File: config.mk
export PLATFORM = sky130hd
export DESIGN_NAME = load_align_unit
export DESIGN_NICKNAME = d
export VERILOG_FILES = /design/src/rtl/load_align_unit.sv
export SDC_FILE = /design/constraint.sdc
export NUM_CORES = 1
export LEC_CHECK = 0
export BUFFER_PORTS_ARGS = -buffer_cell sky130_fd_sc_hd__clkbuf_2
export CORE_UTILIZATION = 52
export DETAILED_ROUTE_END_ITERATION = 12
export PLACE_DENSITY = 0.89
export SLEW_MARGIN = 40
export SYNTH_ARGS = -nofsm -noshare
export SYNTH_HDL_FRONTEND = slang
export SYNTH_SLANG_ARGS = --single-unit
File: constraint.sdc
create_clock -name clk -period 3.9 [get_ports clk]
set_clock_uncertainty 0.2 [all_clocks]
set_input_delay 0.975 -clock clk [delete_from_list [all_inputs] [get_ports clk]]
set_output_delay 0.975 -clock clk [all_outputs]
set_load 0.05 [all_outputs]
File: src/rtl/load_align_unit.sv
// Load alignment/extension unit: fetches one or two aligned memory beats and returns a sign/zero-extended result.
// Optional macro MISALIGN_SPLIT_EN enables two-beat handling of loads straddling a beat boundary.
module load_align_unit #(
    parameter int DATA_W = 32,
    parameter int ADDR_W = 32
) (
    input  logic              clk,
    input  logic              rst,
    input  logic              req_valid,
    output logic              req_ready,
    input  logic [ADDR_W-1:0] req_addr,
    input  logic [2:0]        req_mode,
    output logic              mem_req_valid,
    input  logic              mem_req_ready,
    output logic [ADDR_W-1:0] mem_addr,
    input  logic              mem_rvalid,
    input  logic [DATA_W-1:0] mem_rdata,
    output logic              rsp_valid,
    input  logic              rsp_ready,
    output logic [DATA_W-1:0] rsp_data,
    output logic              rsp_err
);
    localparam int BYTES = DATA_W / 8;
    localparam int OFF_W = $clog2(BYTES);

`ifdef MISALIGN_SPLIT_EN
    typedef enum logic [2:0] {IDLE, REQ0, WAIT0, REQ1, WAIT1, RESP} state_t;
`else
    typedef enum logic [2:0] {IDLE, REQ0, WAIT0, RESP} state_t;
`endif

    state_t              state_q, state_d;
    logic [ADDR_W-1:0]   addr_q;
    logic [2:0]          mode_q;
    logic [DATA_W-1:0]   rsp_data_q, rsp_data_d;
    logic                rsp_err_q, rsp_err_d;
    logic [OFF_W-1:0]    req_off, off_q;
    logic [ADDR_W-1:0]   base_q;
    logic                accept;

    function automatic logic [3:0] access_size(input logic [2:0] mode);
        case (mode)
            3'd1, 3'd4: access_size = 4'd1;
            3'd2, 3'd5: access_size = 4'd2;
            3'd3, 3'd6: access_size = 4'd4;
            3'd7:       access_size = 4'd8;
            default:    access_size = 4'd0;
        endcase
    endfunction

    function automatic logic supported(input logic [2:0] mode);
        if (mode == 3'd6 || mode == 3'd7)
            supported = (DATA_W == 64);
        else
            supported = (mode != 3'd0);
    endfunction

    function automatic logic is_split(input logic [OFF_W-1:0] off, input logic [2:0] mode);
        is_split = (int'(off) + int'(access_size(mode))) > BYTES;
    endfunction

    // Shift the merged beat pair down to the addressed byte, then keep size*8 bits with the right extension.
    function automatic logic [DATA_W-1:0] extend(input logic [2*DATA_W-1:0] merged,
                                                 input logic [OFF_W-1:0]    off,
                                                 input logic [2:0]          mode);
        logic [2*DATA_W-1:0]      sh;
        logic [DATA_W-1:0]        lo;
        logic signed [DATA_W-1:0] s;
        int                       pad;
        sh  = merged >> {off, 3'b000};
        lo  = sh[DATA_W-1:0];
        pad = DATA_W - 8 * int'(access_size(mode));
        if (mode == 3'd1 || mode == 3'd2 || mode == 3'd3) begin
            s      = lo << pad;
            extend = s >>> pad;
        end else begin
            extend = (lo << pad) >> pad;
        end
    endfunction

    assign req_off = req_addr[OFF_W-1:0];
    assign off_q   = addr_q[OFF_W-1:0];
    assign base_q  = {addr_q[ADDR_W-1:OFF_W], {OFF_W{1'b0}}};
    assign accept  = req_valid && (state_q == IDLE);

    assign rsp_data = rsp_data_q;
    assign rsp_err  = rsp_err_q;

`ifdef MISALIGN_SPLIT_EN
    logic [DATA_W-1:0] beat0_q;
    logic              beat0_we;

    always_ff @(posedge clk) begin
        if (beat0_we) beat0_q <= mem_rdata;
    end
`endif

    always_ff @(posedge clk) begin
        if (accept) begin
            addr_q <= req_addr;
            mode_q <= req_mode;
        end
    end

    always_ff @(posedge clk or posedge rst) begin
        if (rst) begin
            state_q    <= IDLE;
            rsp_data_q <= '0;
            rsp_err_q  <= 1'b0;
        end else begin
            state_q    <= state_d;
            rsp_data_q <= rsp_data_d;
            rsp_err_q  <= rsp_err_d;
        end
    end

    always_comb begin
        state_d       = state_q;
        rsp_data_d    = rsp_data_q;
        rsp_err_d     = rsp_err_q;
        req_ready     = 1'b0;
        mem_req_valid = 1'b0;
        mem_addr      = '0;
        rsp_valid     = 1'b0;
`ifdef MISALIGN_SPLIT_EN
        beat0_we      = 1'b0;
`endif
        case (state_q)
            IDLE: begin
                req_ready = 1'b1;
                if (req_valid) begin
                    if (!supported(req_mode)) begin
                        state_d    = RESP;
                        rsp_data_d = '0;
                        rsp_err_d  = (req_mode != 3'd0);
`ifndef MISALIGN_SPLIT_EN
                    end else if (is_split(req_off, req_mode)) begin
                        state_d    = RESP;
                        rsp_data_d = '0;
                        rsp_err_d  = 1'b1;
`endif
                    end else begin
                        state_d = REQ0;
                    end
                end
            end
            REQ0: begin
                mem_req_valid = 1'b1;
                mem_addr      = base_q;
                if (mem_req_ready) state_d = WAIT0;
            end
            WAIT0: begin
                if (mem_rvalid) begin
`ifdef MISALIGN_SPLIT_EN
                    if (is_split(off_q, mode_q)) begin
                        beat0_we = 1'b1;
                        state_d  = REQ1;
                    end else
`endif
                    begin
                        state_d    = RESP;
                        rsp_data_d = extend({{DATA_W{1'b0}}, mem_rdata}, off_q, mode_q);
                        rsp_err_d  = 1'b0;
                    end
                end
            end
`ifdef MISALIGN_SPLIT_EN
            REQ1: begin
                mem_req_valid = 1'b1;
                mem_addr      = base_q + ADDR_W'(BYTES);
                if (mem_req_ready) state_d = WAIT1;
            end
            WAIT1: begin
                if (mem_rvalid) begin
                    state_d    = RESP;
                    rsp_data_d = extend({mem_rdata, beat0_q}, off_q, mode_q);
                    rsp_err_d  = 1'b0;
                end
            end
`endif
            RESP: begin
                rsp_valid = 1'b1;
                if (rsp_ready) state_d = IDLE;
            end
            default: state_d = IDLE;
        endcase
    end
endmodule

Word-level counts from Yosys, hierarchy flattened
Cells that the tools add are included.

Register bits: 71. Bits of input ports: 73. Output and inout bits: 68. Logic and storage cells: 81.

Add/sub/neg operators: 2. Magnitude comparators: 1. Eq/ne operators: 22. Shifts and indexed selects: 4. Muxes and demuxes: 32. Reductions and logical operators: 15.

Operators with widths (number): 32-bit two-way mux (6); 32-bit case mux with 2 select lines (1); 4-bit case mux with 4 select lines (2); 32-bit by 32-bit left shift with 32-bit output (1); 32-bit by 32-bit >> shifter with 32-bit output (1); 32-bit by 5-bit >> shifter with 32-bit output (1); 32-bit by 32-bit >>> shifter with 32-bit output (1); 3-bit equality test (second input constant) (8); 4-bit two-way mux (5); 3-bit by 2-bit equality test with 1-bit output (second input constant) (6); 3-bit two-way mux (4); 3-bit case mux with 4 select lines (1); 2-bit OR reduction (6); 1-bit two-way mux (10); 3-bit by 1-bit equality test with 1-bit output (second input constant) (3); 2-bit inequality test (second input constant) (4); 4-bit AND reduction (2); 6-bit by 7-bit subtractor with 8-bit output (first input constant) (1); 2-bit by 4-bit adder with 5-bit output (1); 5-bit by 3-bit > comparator with 1-bit output (second input constant) (1); 2-bit two-way mux (2); 3-bit logical NOT (1); 1-bit logical OR (3); 3-bit inequality test (second input constant) (1); other kinds (4) (4).

Logic depth before layout (Yosys ltp)
Gate-level depths: netlist of the first run.

Depth in word-level cells: 14. Depth in mapped cells: 12. Depth with buffers taken out: 11.

Worst setup path before layout of the first run
OpenSTA, ideal clock, no wires.

Kind: input to register. Start: input req_mode[0]. End: register rsp_data_q[3] (netlist: rsp_data[3]). Library setup time: 87 ps. Arrival time: 3025 ps. Required time: 3613 ps. Slack: 589 ps. Cell stages on the path: 12. Path buffers: 1. Cell sequence: xnor2_1 -> nor2_1 -> ha_1 -> inv_1 -> fa_1 -> and3_1 -> o21ai_0 -> nand4_1 -> o2111ai_1 -> clkbuf_1 -> a32oi_1 -> o211ai_1.

Cells in the longest elaborated chain, start to end: 10. Elaborated cells between the ends (all ways): 26. Classes of those cells: add/sub (1); order compare (1); eq/ne (8); mux (10); reduce/logical (6).

RTL lines: start, declared (line 12) `input logic [2:0] req_mode,`; 3-bit equality test (tied with other cells) (line 42, 52); 2-bit OR reduction (line 42) `case (mode)`; 4-bit case mux with 4 select lines (line 42); 4-bit two-way mux (line 132) `if (!supported(req_mode)) begin`; 4-bit two-way mux (line 131) `if (req_valid) begin`; 4-bit two-way mux (line 128) `case (state_q)`; 2-bit by 4-bit adder with 5-bit output (line 59) `is_split = (int'(off) + int'(access_size(mode))) > BYTES;`; 5-bit by 3-bit > comparator with 1-bit output (line 59); 3-bit inequality test (no line); 4-bit AND reduction (no line); end signal, assigned (line 112) `rsp_data_q <= rsp_data_d;`; end, declared (line 35) `logic [DATA_W-1:0] rsp_data_q, rsp_data_d;`.

Several ways; a longest one is shown, not always the timed one. The select of a mux whose other input is x is not followed. A chain may end at the register's enable or synchronous reset.

Worst setup path in the final report of the first run
Start: input req_mode[2]. End: register rsp_data_q[10] (netlist: rsp_data[10]).

The elaborated chain is that of the path after synthesis.

==> metrics.yaml, run 1 <==
fillCellCount: 720
fin_crit_ns: 3.57
critPathLaunch: "req_mode[2]"
cts_setup_buffers: 0
ys_ff_latch: 70
synth_most_common_cell: "nand2_1"
grt_max_degree: 36
first_iter_violations: 350
setup_viol: 0
powerDensity_nw_per_um2: 739
postCtsResizedCells: 0
final_util_pct: 65.7
yosysTopAreaCell: "edfxtp_1"
worstPathArrival_ns: 3.62
cpMaxStageDelayCell: "nor2b_1"
diodes: 0
die-height_microns: 94.0
ys.flop_type: "edfxtp_1"
core_sq_um: 8220
worstSkewPairLatency_ns: 0.35
regArea_sq_um: 1930
grt_usage_pct: 27.6
crit_type: "in2reg"
synthTopCellsByCount: "40 x nand2_1, 35 x and2_1, 35 x dfrtp_1, 35 x edfxtp_1, 31 x a21oi_1"
start_util_pct: 53.5
portBuffers: 138
worst_pin_slew_ns: 0.736
wl_microns: 11900
critPathLaunchType: "input pin"
avgSynthCellArea_sq_um: 9.80
multi_input_comb_area_sq_um: 2290
area_delta_synth_final_pct: 22.6
critPathMaxFanout: 9
relSlewSlack_pct: 50.9
cts_sinks: 70
grt_overflow_total: 0
cts_buffers: 9
holdCritPathClass: "reg2reg"
fin_crit_sh_pct: 91.5
path_clk_slew_ns: 0.08
syn_area_sq_um: 4400
grt_pass1_wl_microns: 18500
fin_nets: 662
vias: 4149
r2r_start: "mode_q[2]$_DFFE_PP_"
maxCapViolations: 0
vias_per_cell: 6.00
rsz0062_at_grt: "false"
layout-drive-gt1-share_pct: 32.1
fmax_mhz: 280
drv_slew: 0
num_rows: 33
hold_buffers: 0
ys_seq_area_share_pct: 43.8
gp_congestion: 0.921
worstPathRequired_ns: 3.95
cp_cell_sequence: "clkbuf_2 > xnor2_1 > nor2_1 > ha_1 > inv_1 > fa_1 > nand2b_1 > o21ai_0 > nand4_1 > nor2b_1 > nand2_1 > o31ai_1"
drcViolationCount: 0
hold_violations: 0
clockRootBuffer: "clkbuf_8"
dieArea_sq_um: 8830
cts_buffer_depth: 2
synth_edf_count: 35
ys_top_cells_by_area: "edfxtp_1 24%, dfrtp_1 20%, and2_1 5.0%"
dp.final_hpwl_microns: 9130
synthArstFlopShare_pct: 50.0
syn_inst: 449
grt_pass1_vias: 3766
antenna_found_initial: 0
tns_ns: 0
hp-start: "rsp_data[8]$_DFFE_PP0P_"
die_w_microns: 94.0
outcome: "finished clean"
yosysWarnings: 0
critical-path-max-stage-delay_ns: 0.58
routedWlPerCell_microns: 17.2
drt_pass1_iterations: 6
htree_levels: 3
ir_drop_mv: 0.468
drtAntennaViolNets: 0
worstSetupEndpointType: "register"
cts_tree: "built"
post_synth_num_cell_types: 69
netlist.area_leader.share_pct: 23.9
io_pins: 141
p_leak_uw: 0.00246
-- critical path: cells and delay by family --
| family | cells | cell delay [ns] |
|---|---|---|
| AND/OR/NAND/NOR | 5 | 1.18 |
| adder cells (fa/ha/maj) | 2 | 0.62 |
| XOR/XNOR | 1 | 0.21 |
| buffers and inverters | 2 | 0.23 |
| AO/OA/AOI/OAI | 2 | 0.40 |
-- registers in the layout, summed over array words and instances (netlist names) --
| register | count |
|---|---|
| addr_q | 32 |
| mode_q | 3 |
| rsp_data | 32 |
| rsp_err | 1 |
| state_q | 2 |
-- worst paths after layout --
check,end,slack (ns),cells past startpoint
worst max-delay path,rsp_data[10]$_DFFE_PP0P_,0.33,12
worst min-delay path,rsp_data[8]$_DFFE_PP0P_,0.29,2
worst max register to register,rsp_data[8]$_DFFE_PP0P_,0.40,10
worst min register to register,rsp_data[8]$_DFFE_PP0P_,0.29,2
max in group asynchronous,rsp_data[31]$_DFFE_PP0P_,2.67,3
min in group asynchronous,rsp_data[16]$_DFFE_PP0P_,0.50,3
-- layout make-up --
class / count / area share, %
clock buffer: 11 / 3.01
sequential: 70 / 35.7
tap: 105 / 2.44
inverter: 13 / 0.904
timing repair buffer: 152 / 14.7
multi-input combinational: 335 / 42.5
clock inverter: 5 / 0.696
-- cells in the final DEF (no fill, tap or decap), types with 9 or more instances in the layout --
cell type,instances
clkbuf_2,138
nand2_1,40
and2_1,35
edfxtp_1,35
dfrtp_1,35
a21oi_1,31
mux2i_1,18
o21ai_0,16
o21ai_1,16
nor2_1,15
buf_4,14
inv_1,12
clkbuf_8,10
nand2b_1,9
nand3_1,9
-- metrics by stage --
| step | hold WS [ns] | setup WS (ns) | total power (uW) | instance area, sq um | instances |
|---|---|---|---|---|---|
| final | 0.289 | 0.332 | 3990 | 5400 | 691 |
| after global routing | 0.326 | 0.0183 | 4200 | 5400 | 691 |
| after CTS | 0.287 | 0.422 | 3960 | 5380 | 691 |
| after detailed placement | 0.269 | 0.0778 | 3370 | 5180 | 675 |
| after global placement | 0.271 | 0.183 | 3330 | 5180 | 675 |
| after floorplan | 0.328 | 0.589 | 2790 | 4400 | 450 |
-- power by group --
part,leakage (uW),switching (uW),internal (uW)
Combinational,0.00155,1650,655
Sequential,0.000804,122,968
Clock,0.000105,300,291
-- metal layers --
metal,wire length [microns],part of all wire [%],GRT usage [%]
met2,5940,50,46.1
met1,4690,39,34.6
met3,972,8.2,5.83
met5,0,0,0
met4,284,2.4,11.4
-- cells by family after synthesis --
family	Yosys count	share of synthesized area, %
simple gates	147	17.9
compound gates	145	23.1
flops	70	43.8
buf+inv	45	4.64
mux	28	6.91
fa+ha+maj	8	2.45
xor+xnor	5	1.17
other cells	1	0.0852
Note: power is estimated with default switching activity, not from simulation.
==> inputs of run 2 (changes only) <==
--- a/config.mk
+++ b/config.mk
@@ -7,4 +7,5 @@
 export LEC_CHECK = 0
 export BUFFER_PORTS_ARGS = -buffer_cell sky130_fd_sc_hd__clkbuf_2
+export CORE_ASPECT_RATIO = 2
 export CORE_UTILIZATION = 52
 export DETAILED_ROUTE_END_ITERATION = 12
==> constraint.sdc (replaced) <==
create_clock -name clk -period 3.9 [get_ports clk]
set_clock_uncertainty 0.2 [all_clocks]
set_input_delay 0.975 -clock clk [delete_from_list [all_inputs] [get_ports clk]]
set_output_delay 0.975 -clock clk [all_outputs]
set_load 0.1 [all_outputs]
==> metrics.yaml, run 2 (synthesized netlist as in run 1, its figures left out) <==
cts_buffer_depth: 2  # unchanged
worstSkewPairLatency_ns: 0.33  # -0.02 ns
drcViolationCount: 0  # unchanged
grt_overflow_total: 0  # unchanged
wl_microns: 12700  # +7.1%
fin_nets: 666  # +0.60%
tns_ns: 0  # unchanged
p_int_uw: 2120  # +11%
worstPathRequired_ns: 3.93  # -0.02 ns
switchingPower_uw: 2830  # +36%
path_clk_slew_ns: 0.05  # -0.03 ns
die_w_microns: 67.0  # -29%
cts_tree: "built"
grt_pass1_vias: 4247  # +13%
clockRootBuffer: "clkbuf_16"
ir_drop_mv: 0.636  # +36%
cts_sinks: 70  # unchanged
setup_ws_ns: 0.430  # +0.0989 ns
num_rows: 47  # +42%
fin_crit_sh_pct: 89.0  # -2.5 points
core_sq_um: 8230  # +0.20%
fillCellCount: 649  # -9.9%
dieArea_sq_um: 8850  # +0.25%
relSlewSlack_pct: 51.3  # +0.35 points
cts_buffers: 9  # unchanged
power_frac_comb_pct: 62.6  # +4.8 points
diodes: 0  # unchanged
layout-drive-gt1-share_pct: 31.5  # -0.56 points
outcome: "finished clean"
p_leak_uw: 0.00252  # +2.3%
cts_setup_buffers: 0  # unchanged
gp_congestion: 1.06  # +15%
drv_slew: 0  # unchanged
hp-start: "rsp_data[17]$_DFFE_PP0P_"
crit_type: "in2reg"
rsz0062_at_grt: "false"
vias_per_cell: 6.13  # +2.0%
antenna_found_initial: 0  # unchanged
grt_max_degree: 36  # unchanged
holdCritPathClass: "reg2reg"
r2r_start: "mode_q[0]$_DFFE_PP_"
maxCapViolations: 0  # unchanged
final_cell_mix: "138 x clkbuf_2, 40 x nand2_1, 35 x and2_1, 35 x edfxtp_1, 35 x dfrtp_1"
postCtsResizedCells: 0  # unchanged
critPathLaunch: "req_mode[0]"
htree_levels: 3  # unchanged
portBuffers: 138  # unchanged
layout_commonest_cell: "clkbuf_2"
io_pins: 141  # unchanged
vias: 4214  # +1.6%
worstPathArrival_ns: 3.50  # -0.12 ns
hold_buffers: 0  # unchanged
die-height_microns: 132  # +41%
first_iter_violations: 312  # -11%
switching_share_pct: 57.1  # +5.2 points
grt_usage_pct: 30.8  # +3.2 points
drt_pass1_iterations: 5  # -1
worst_pin_slew_ns: 0.731  # -0.00521 ns
critPathMaxFanout: 9  # unchanged
start_util_pct: 53.4  # -0.11 points
powerDensity_nw_per_um2: 900  # +22%
setup_viol: 0  # unchanged
fin_crit_ns: 3.47  # -0.0989 ns
area_delta_synth_final_pct: 25.0
routedWlPerCell_microns: 18.5  # +7.6%
dp.cells: 672  # -0.44%
fmax_mhz: 288  # +2.9%
worstSetupEndpointType: "register"
pre_cts_ws_ns: 0.103  # +0.0255 ns
critPathLaunchType: "input pin"
p_seq_share_pct: 22.1  # -5.2 points
final_util_pct: 66.8  # +1.1 points
dp.final_hpwl_microns: 9900  # +8.3%
clockPowerShare_pct: 15.3  # +0.5 points
finalNonFillerCells: 688  # -0.43%
hold_violations: 0  # unchanged
grt_pass1_wl_microns: 20100  # +8.9%
drtAntennaViolNets: 0  # unchanged
-- run 2: changes by cell type in the layout (fill, tap and decap cells not counted), moves of 2 or more --
cell	delta
clkbuf_16	+9
clkbuf_8	-9
clkbuf_1	+5
buf_4	+3
clkinv_4	-2
-- run 2: path summary, 6_finish.rpt --
check	endpoint	slack, ns	cells past startpoint
max	rsp_data[10]$_DFFE_PP0P_	0.43	12
min	rsp_data[17]$_DFFE_PP0P_	0.29	2
max reg2reg	rsp_data[13]$_DFFE_PP0P_	0.72	11
min reg2reg	rsp_data[17]$_DFFE_PP0P_	0.29	2
max in group asynchronous	rsp_data[7]$_DFFE_PP0P_	2.67	3
min in group asynchronous	rsp_data[25]$_DFFE_PP0P_	0.50	3
-- run 2: stage by stage --
step	hold slack [ns]	area, sq um	total power (uW)
2_1_floorplan	0.328	4400	3530
3_3_place_gp	0.272	5220	4100
3_5_place_dp	0.280	5220	4160
4_1_cts	0.292	5500	4940
5_1_grt	0.316	5500	5150
6_report	0.294	5500	4950
-- run 2: power groups by stage --
stage	registers [uW]	clock network, uW	logic (uW)
6_report	1090	758	3100
2_1_floorplan	1700	0	1830
3_5_place_dp	1100	0	3050
5_1_grt	1110	801	3240
3_3_place_gp	1090	0	3010
4_1_cts	1090	773	3070
-- run 2: cell type report --
class	count	area, sq um	share of cell area [%]
clock buffers	16	283	5.14
inverters	13	48.8	0.888
multi-input cells	335	2280	41.4
flip-flops and latches	70	1930	35.0
well taps	98	123	2.23
repair buffers	156	838	15.2
-- run 2: critical path, stage by stage --
cell	delay [ns]
clkbuf_2	0.14
xnor2_1	0.14
nor2_1	0.10
ha_1	0.19
inv_1	0.07
fa_1	0.43
nand2b_1	0.10
o21ai_0	0.11
nand4_1	0.18
nor2b_1	0.57
nand2_1	0.19
o31ai_1	0.29
-- run 2: routing by layer --
layer	global-route usage (%)	routed length, microns
met5	0	0
met4	22.5	798
met3	7.61	865
met2	53.2	6710
met1	29.9	4360
